==> config.mk <==
export PLATFORM = sky130hd
export DESIGN_NAME = rf_wb_arb
export DESIGN_NICKNAME = d
export VERILOG_FILES = /design/src/rtl/rf_wb_arb.sv
export SDC_FILE = /design/constraint.sdc
export NUM_CORES = 1
export LEC_CHECK = 0
export CORE_MARGIN = 1
export CORE_UTILIZATION = 49
export DETAILED_ROUTE_END_ITERATION = 7
export GPL_TIMING_DRIVEN = 0
export PLACE_DENSITY_LB_ADDON = 0.25
export SLEW_MARGIN = 20
export SYNTH_ARGS = -nofsm -noshare
export SYNTH_HDL_FRONTEND = slang
export SYNTH_SLANG_ARGS = --single-unit
export TNS_END_PERCENT = 1
==> constraint.sdc <==
create_clock -name clk -period 3.5 [get_ports clk]
set_input_delay 0.7 -clock clk [delete_from_list [all_inputs] [get_ports clk]]
set_output_delay 0.7 -clock clk [all_outputs]
set_load 0.05 [all_outputs]
==> src/rtl/rf_wb_arb.sv <==
// Register-file writeback arbiter. It merges single-cycle ALU results with buffered
// LSU load results into one registered write per cycle.
module rf_wb_arb #(
  parameter int XLEN       = 32,
  parameter int AW         = 5,
  parameter int DEPTH      = 2,
  parameter int STARVE_MAX = 4
) (
  input  logic            clk,
  input  logic            rst,
  input  logic            alu_valid,
  output logic            alu_ready,
  input  logic [AW-1:0]   alu_rd,
  input  logic [XLEN-1:0] alu_data,
  input  logic            lsu_valid,
  output logic            lsu_ready,
  input  logic [AW-1:0]   lsu_rd,
  input  logic [XLEN-1:0] lsu_data,
  output logic            wr,
  output logic [AW-1:0]   rd,
  output logic [XLEN-1:0] wrdata,
  output logic            lsu_pend
);

  localparam int PW = $clog2(DEPTH);
  localparam int CW = PW + 1;
  localparam int SW = $clog2(STARVE_MAX + 1);

  typedef struct packed {
    logic [AW-1:0]   rd;
    logic [XLEN-1:0] data;
  } entry_t;

  entry_t        mem [DEPTH];
  entry_t        head;
  logic [PW-1:0] wptr, rptr;
  logic [CW-1:0] count;
  logic [SW-1:0] starve_cnt;
  logic          fifo_nonempty, push, lsu_grant, alu_grant;

  // Grant logic sees only registered FIFO state, so a same-cycle push is never bypassed.
  assign fifo_nonempty = (count != '0);
  assign lsu_ready     = !rst && (count != CW'(DEPTH));
  assign lsu_grant     = !rst && fifo_nonempty &&
                         (!alu_valid || starve_cnt == SW'(STARVE_MAX));
  assign alu_ready     = !rst && !lsu_grant;
  assign alu_grant     = alu_valid && alu_ready;
  assign push          = lsu_valid && lsu_ready;
  assign head          = mem[rptr];
  assign lsu_pend      = fifo_nonempty;

  // NOTE: storage has no reset; validity is tracked solely by count/pointers.
  always_ff @(posedge clk) begin
    if (push) mem[wptr] <= '{rd: lsu_rd, data: lsu_data};
  end

  always_ff @(posedge clk or posedge rst) begin
    if (rst) begin
      wptr  <= '0;
      rptr  <= '0;
      count <= '0;
    end else begin
      if (push)      wptr <= wptr + PW'(1);
      if (lsu_grant) rptr <= rptr + PW'(1);
      case ({push, lsu_grant})
        2'b10:   count <= count + CW'(1);
        2'b01:   count <= count - CW'(1);
        default: count <= count;
      endcase
    end
  end

  always_ff @(posedge clk or posedge rst) begin
    if (rst) begin
      starve_cnt <= '0;
    end else if (!fifo_nonempty || lsu_grant) begin
      starve_cnt <= '0;
    end else if (alu_grant && starve_cnt != SW'(STARVE_MAX)) begin
      starve_cnt <= starve_cnt + SW'(1);
    end
  end

  // x0 results update rd/wrdata like any other grant but never raise wr.
  always_ff @(posedge clk or posedge rst) begin
    if (rst) begin
      wr     <= 1'b0;
      rd     <= '0;
      wrdata <= '0;
    end else if (lsu_grant) begin
      wr     <= (head.rd != '0);
      rd     <= head.rd;
      wrdata <= head.data;
    end else if (alu_grant) begin
      wr     <= (alu_rd != '0);
      rd     <= alu_rd;
      wrdata <= alu_data;
    end else begin
      wr     <= 1'b0;
    end
  end

endmodule

==> flow_summary_export.csv, run 1 <==
group,metric,value,unit
outcome,outcome,"finished clean",
logic_synthesis,synthFlopType,"edfxtp_1",
route,ant_nets,0,
worst_setup_path,timing.critical_path.arrival,2.43,ns
grt,grt_pass1_wl,16.70,mm
floorplanning,fp.dieH,101.5,um
cts,clk_pin_slew,0.06,ns
logic_synthesis,syn_inst,326,
power,seqPwrFrac,35.0,%
worst_setup_path,worstPathRequired,2.80,ns
cts,cts.sinks,119,
grt,grt_pass1_vias,3391,
route,wl_per_cell,17.61,um
power,power.density,810.8,nW/um2
sta,clock_skew,0.008281,ns
placement,io_buffers,118,
power,leakage,2.554,nW
logic_synthesis,ys_types,31,
power,power.net_switching,1.925,mW
finish,antennaDiodeCount,0,
route,drt_iter0_markers,90,
grt,grt_start_max_net_pins,52,
route,firstDrtPassIters,4,
sta,fmax,319.1,MHz
cts,clk_latency,0.50,ns
floorplanning,placementRows,35,
route,drc,0,
power,ir_drop,0.0005662,V
placement,dp_cells,575,
sta,hold_slack,0.4865,ns
logic_synthesis,yosys.area.top_type,"edfxtp_1",
finish,drive_gt1_share,18.87,%
sta,maxSlewHeadroom,55.27,%
floorplanning,dieWidth,101.5,um
finish,design_area,6850,um2
worst_setup_path,crit_path_start_kind,"primary input",
flow_run,maxCapViolCount,0,
logic_synthesis,synth_nets,407,
finish,final_common_cell,"clkdlybuf4s50_1",
sta,finalCritPeriodShare,89.55,%
logic_synthesis,ys_top_cells_by_area,"edfxtp_1 46%, dfrtp_1 23%, mux2_2 8.6%",
worst_hold_path,hold_path.class,"reg2reg",
worst_setup_path,critPathCaptureType,"output port",
sta,min_period,3.134,ns
placement,gp_congestion,0.7146,
cts,postCtsHoldBufs,0,
power,clkPwrFrac,30.8,%
power,swShare,34.66,%
logic_synthesis,synth_edf_count,74,
sta,slew_viol_final,0,
logic_synthesis,synth_top_cell_area_share,45.82,%
floorplanning,pin_count,119,
grt,track_usage,22.30,%
sta,tightestPinTransition,0.6709,ns
grt,overflow,0,
logic_synthesis,syn_area_per_cell,14.88,um2
cts,ctsLongestPathBuffers,2,
cts,cts_tree,"done",
logic_synthesis,synth_seq_area_share,69.04,%
sta,finalSetupViolCount,0,
logic_synthesis,syn_area,4850,um2
floorplanning,die-area,10300,um2
power,internal-power,3.629,mW
logic_synthesis,ys_warn_count,0,
route,vias,3121,
sta,rsz0062_at_grt,"false",
floorplanning,start_util,51.51,%
finish,layout_common_cells,"117 x clkdlybuf4s50_1, 74 x edfxtp_1, 45 x dfrtp_1",
cts,clk_root_buffer_cell,"clkbuf_8",
grt,antenna_found_initial,0,
finish,area_growth,41.25,%
route,viasPerCell,5.150,
route,wirelength,10.67,mm
floorplanning,coreArea,9415,um2
sta,hold_viol,0,
worst_setup_path,worstSetupPathType,"in2out",
sta,postLayoutSetupSlackWorst,0.3659,ns
worst_setup_path,cp_max_fo,6,
placement,dp_hpwl,7.149,mm
placement,dp_slack,0.05633,ns
cts,cts-htree-levels,4,
finish,fin_nets,546,
finish,final_util,72.76,%
power,combPwrFrac,34.1,%
cts,cts_buffers,17,
logic_synthesis,ys_async_sr_fraction,37.82,%
placement,post_dp_cell_area,6259,um2
logic_synthesis,synth_seq_cells,119,
finish,finalNonFillerCells,606,
[timing repair]
action                                 CTS  global route
endpoints found under the hold margin    0             0
buffers inserted                         0             0
gates resized for setup                  0             1
setup endpoints to repair                0             1
[power groups by stage]
stage / Clock, mW / Sequential, mW / Combinational [mW]
finish: 1.71 / 1.95 / 1.90
global route: 1.81 / 1.97 / 2.01
CTS: 1.74 / 1.95 / 1.92
detailed placement: 0 / 1.97 / 1.90
global placement: 0 / 1.96 / 1.84
floorplan: 0 / 2.47 / 0.734
[cells in the mapped netlist (2+ instances only)]
| master | number |
|---|---|
| edfxtp_1 | 74 |
| clkbuf_1 | 4 |
| dfrtp_1 | 45 |
| buf_2 | 6 |
| mux2_2 | 37 |
| mux2i_1 | 37 |
| buf_6 | 4 |
| a21oi_1 | 4 |
| inv_1 | 5 |
| ha_1 | 3 |
| xor2_1 | 2 |
| xnor2_1 | 3 |
| buf_4 | 2 |
| o21ai_1 | 38 |
| nand3_1 | 3 |
| nor2_1 | 4 |
| nand2_1 | 41 |
[state kept, by name, indices dropped and copies added (netlist names)]
name and count:
rd 5, starve_cnt 3, wptr 1, count 2
wr 1, wrdata 32, mem 74, rptr 1
[final cells by class]
| class | count | area, um2 |
|---|---|---|
| Sequential cell | 119 | 3348 |
| Buffer | 16 | 105.1 |
| Fill cell | 636 | 2565 |
| Tap cell | 129 | 161.4 |
| Timing Repair Buffer | 120 | 1239 |
| Clock buffer | 17 | 414.1 |
| Multi-Input combinational cell | 185 | 1383 |
| Clock inverter | 14 | 175.2 |
| Inverter | 6 | 25.02 |
[path summary, 6_finish.rpt]
kind | from | to | slack, ns | cells after the start
min in group asynchronous | rst | wrdata[29] | 0.85 | 2
setup / recovery | rst | lsu_ready | 0.37 | 3
hold reg to reg | wrdata[15] | wrdata[15] | 0.49 | 2
setup reg to reg | starve_cnt[0] | count[1] | 1.41 | 8
max in group asynchronous | rst | wrdata[23] | 2.19 | 2
hold / removal | wrdata[15] | wrdata[15] | 0.49 | 2
[worst max-delay path: stages]
cell and delay, ns:
clkdlybuf4s50_1 0.57, a21oi_1 0.30, clkdlybuf4s50_1 0.86
[cell families after synthesis]
kind of cell | after synthesis | share of synthesized area, %
AO/OA/AOI/OAI | 47 | 5.392
XOR/XNOR | 5 | 0.9032
flip-flops | 119 | 69.04
adder cells (fa/ha/maj) | 3 | 0.7741
AND/OR/NAND/NOR | 56 | 5.031
buffers and inverters | 22 | 2.631
multiplexers | 74 | 16.23
[per-stage QoR]
step / power (mW) / TNS (ns)
after floorplan: 3.208 / 0
after global placement: 3.802 / -19.66
after detailed placement: 3.873 / 0
after CTS: 5.606 / 0
after global routing: 5.794 / 0
final: 5.554 / 0
[layer usage]
layer	vias to the layer above	part of all wire, %	global-route usage, %
li1	1467	-	-
met1	1554	41	25.79
met2	96	53	39.77
met3	4	5.0	6.142
met4	0	0.82	8.027
met5	-	0	0
No activity file was read; power rests on OpenSTA's default activity.
==> run 2: changes to the inputs <==
--- a/config.mk
+++ b/config.mk
@@ -5,11 +5,13 @@
 export SDC_FILE = /design/constraint.sdc
 export NUM_CORES = 1
 export LEC_CHECK = 0
+export CAP_MARGIN = 25
 export CORE_MARGIN = 1
 export CORE_UTILIZATION = 49
 export DETAILED_ROUTE_END_ITERATION = 7
 export GPL_TIMING_DRIVEN = 0
-export PLACE_DENSITY_LB_ADDON = 0.25
+export PLACE_DENSITY = 0.79
+export SKIP_CTS_REPAIR_TIMING = 1
 export SLEW_MARGIN = 20
 export SYNTH_ARGS = -nofsm -noshare
 export SYNTH_HDL_FRONTEND = slang
==> run 2 against run 1 <==
  * Global-route usage is 0.12 points lower
  * Power shrank 0.77%
  * Critical endpoint unchanged
  * Combinational power hardly changed
  * Worst setup slack improved by 0.0083 ns
  * Via count about the same
  * Hold slack got worse by 0.0054 ns
  * Critical path depth is the same
  * Largest power group unchanged
  * Clock power shrank 2%
  * Sequential share of layout area rose by 0.063 points
  * Design area fell by 0.13%
  * Non-clock buffer count increased by 1
  * Die area unchanged
==> flow_summary_export.csv, run 2 (synthesis results as in run 1) <==
group,metric,value,unit
floorplanning,start_util,51.51,%
power,power.density,805.6,nW/um2
flow_run,maxCapViolCount,0,
placement,dp_hpwl,7.207,mm
worst_setup_path,timing.critical_path.arrival,2.43,ns
finish,final_util,72.66,%
worst_setup_path,r2r_setup_slack,1.44,ns
grt,grt_pass1_vias,3340,
worst_setup_path,worstRegToRegCells,8,
grt,overflow,0,
finish,final_common_cell,"clkdlybuf4s50_1",
worst_hold_path,holdPathStages,2,
outcome,outcome,"finished clean",
sta,min_period,3.126,ns
finish,fin_nets,547,
grt,grt_pass1_wl,16.53,mm
worst_setup_path,critPathCaptureType,"output port",
worst_setup_path,cp_common_cell,"clkdlybuf4s50_1",
worst_setup_path,startpoint,"rst",
grt,track_usage,22.19,%
placement,io_buffers,118,
cts,cts_buffers,17,
finish,top_register,"mem",
floorplanning,die-area,10300,um2
cts,cts.sinks,119,
cts,clk_pin_slew,0.06,ns
sta,rsz0062_at_grt,"false",
placement,post_dp_cell_area,6261,um2
power,ir_drop,0.0004326,V
placement,gp_congestion,0.7333,
placement,dp_cells,576,
worst_setup_path,worstSetupPathType,"in2out",
cts,clk_root_buffer_cell,"clkbuf_8",
worst_setup_path,crit_chain,"clkdlybuf4s50_1 -> a21oi_1 -> clkdlybuf4s50_1",
finish,area_growth,41.07,%
sta,hold_slack,0.4811,ns
worst_setup_path,slowest_stage,"clkdlybuf4s50_1",
sta,finalCritPeriodShare,89.31,%
worst_setup_path,crit_path_start_kind,"primary input",
route,viasPerCell,5.132,
floorplanning,dieWidth,101.5,um
sta,slew_viol_final,0,
route,drc,0,
route,vias,3120,
cts,cts_tree,"done",
finish,layout_common_cells,"117 x clkdlybuf4s50_1, 74 x edfxtp_1, 45 x dfrtp_1",
power,leakage,2.559,nW
sta,postLayoutSetupSlackWorst,0.3742,ns
finish,largest_reg_flops,74,
finish,antennaDiodeCount,0,
route,drt_iter0_markers,93,
route,firstDrtPassIters,4,
route,ant_nets,0,
finish,top_regs,"mem x74, wrdata x32, rd x5",
finish,design_area,6842,um2
worst_setup_path,r2r_start,"starve_cnt[0]",
placement,dp_slack,0.02954,ns
worst_setup_path,max_stage_delay,0.85,ns
cts,clk_latency,0.50,ns
floorplanning,coreArea,9415,um2
route,wirelength,10.68,mm
finish,finalNonFillerCells,608,
sta,maxSlewHeadroom,55.66,%
worst_setup_path,r2r_end,"count[1]",
finish,drive_gt1_share,18.58,%
worst_hold_path,hold_path.class,"reg2reg",
floorplanning,fp.dieH,101.5,um
worst_setup_path,worstPathRequired,2.80,ns
sta,finalSetupViolCount,0,
worst_setup_path,cp-endpoint,"lsu_ready",
sta,hold_viol,0,
sta,tightestPinTransition,0.6651,ns
floorplanning,pin_count,119,
route,wl_per_cell,17.56,um
floorplanning,placementRows,35,
grt,antenna_found_initial,0,
sta,fmax,319.9,MHz
cts,cts-htree-levels,4,
worst_setup_path,cp_max_fo,6,
grt,grt_start_max_net_pins,29,
sta,clock_skew,0.006908,ns
cts,ctsLongestPathBuffers,2,
-- run 2: changes by cell type in the layout (fill, tap and decap cells not counted), sizes merged --
| cell | change |
|---|---|
| inv | -3 |
| clkinv | +4 |
| clkbuf | +2 |
| buf | +1 |
| clkinvlp | -2 |
-- run 2: worst min-delay path by stage --
stage | from | end
3_5_place_dp | wrdata[5] | wrdata[5]
5_1_grt | wrdata[4] | wrdata[4]
3_3_place_gp | wrdata[3] | wrdata[3]
6_report | wrdata[4] | wrdata[4]
2_1_floorplan | wptr | wptr
4_1_cts | wrdata[5] | wrdata[5]
-- run 2: per-stage QoR --
stage | TNS, ns | total power, mW
after detailed placement | 0 | 3.865
after global placement | -18.56 | 3.796
after global routing | 0 | 5.745
after floorplan | 0 | 3.208
after CTS | 0 | 5.551
final | 0 | 5.511
-- run 2: layer usage --
layer	wire, um	track usage [%]
met2	5542	37.15
met5	0	0
met4	167	10.14
met3	555	6.970
met1	4412	26.32
-- run 2: critical path: cells and delay by family --
| kind | cells | cell delay, ns |
|---|---|---|
| buffers and inverters | 2 | 1.43 |
| AO/OA/AOI/OAI | 1 | 0.29 |
-- run 2: report_power, final --
group | internal, mW | switching [mW] | leakage, nW
logic | 0.741 | 1.16 | 1.06
registers | 1.80 | 0.139 | 1.23
clock network | 1.08 | 0.596 | 0.271
-- run 2: cell type report --
type / count / area [um2]
buffer: 16 / 105.1
clock buffer: 19 / 421.7
clock inverter: 13 / 156.4
fill: 614 / 2574
inverter: 6 / 22.52
multi-input combinational: 185 / 1383
sequential: 119 / 3348
tap: 129 / 161.4
timing repair buffer: 121 / 1244
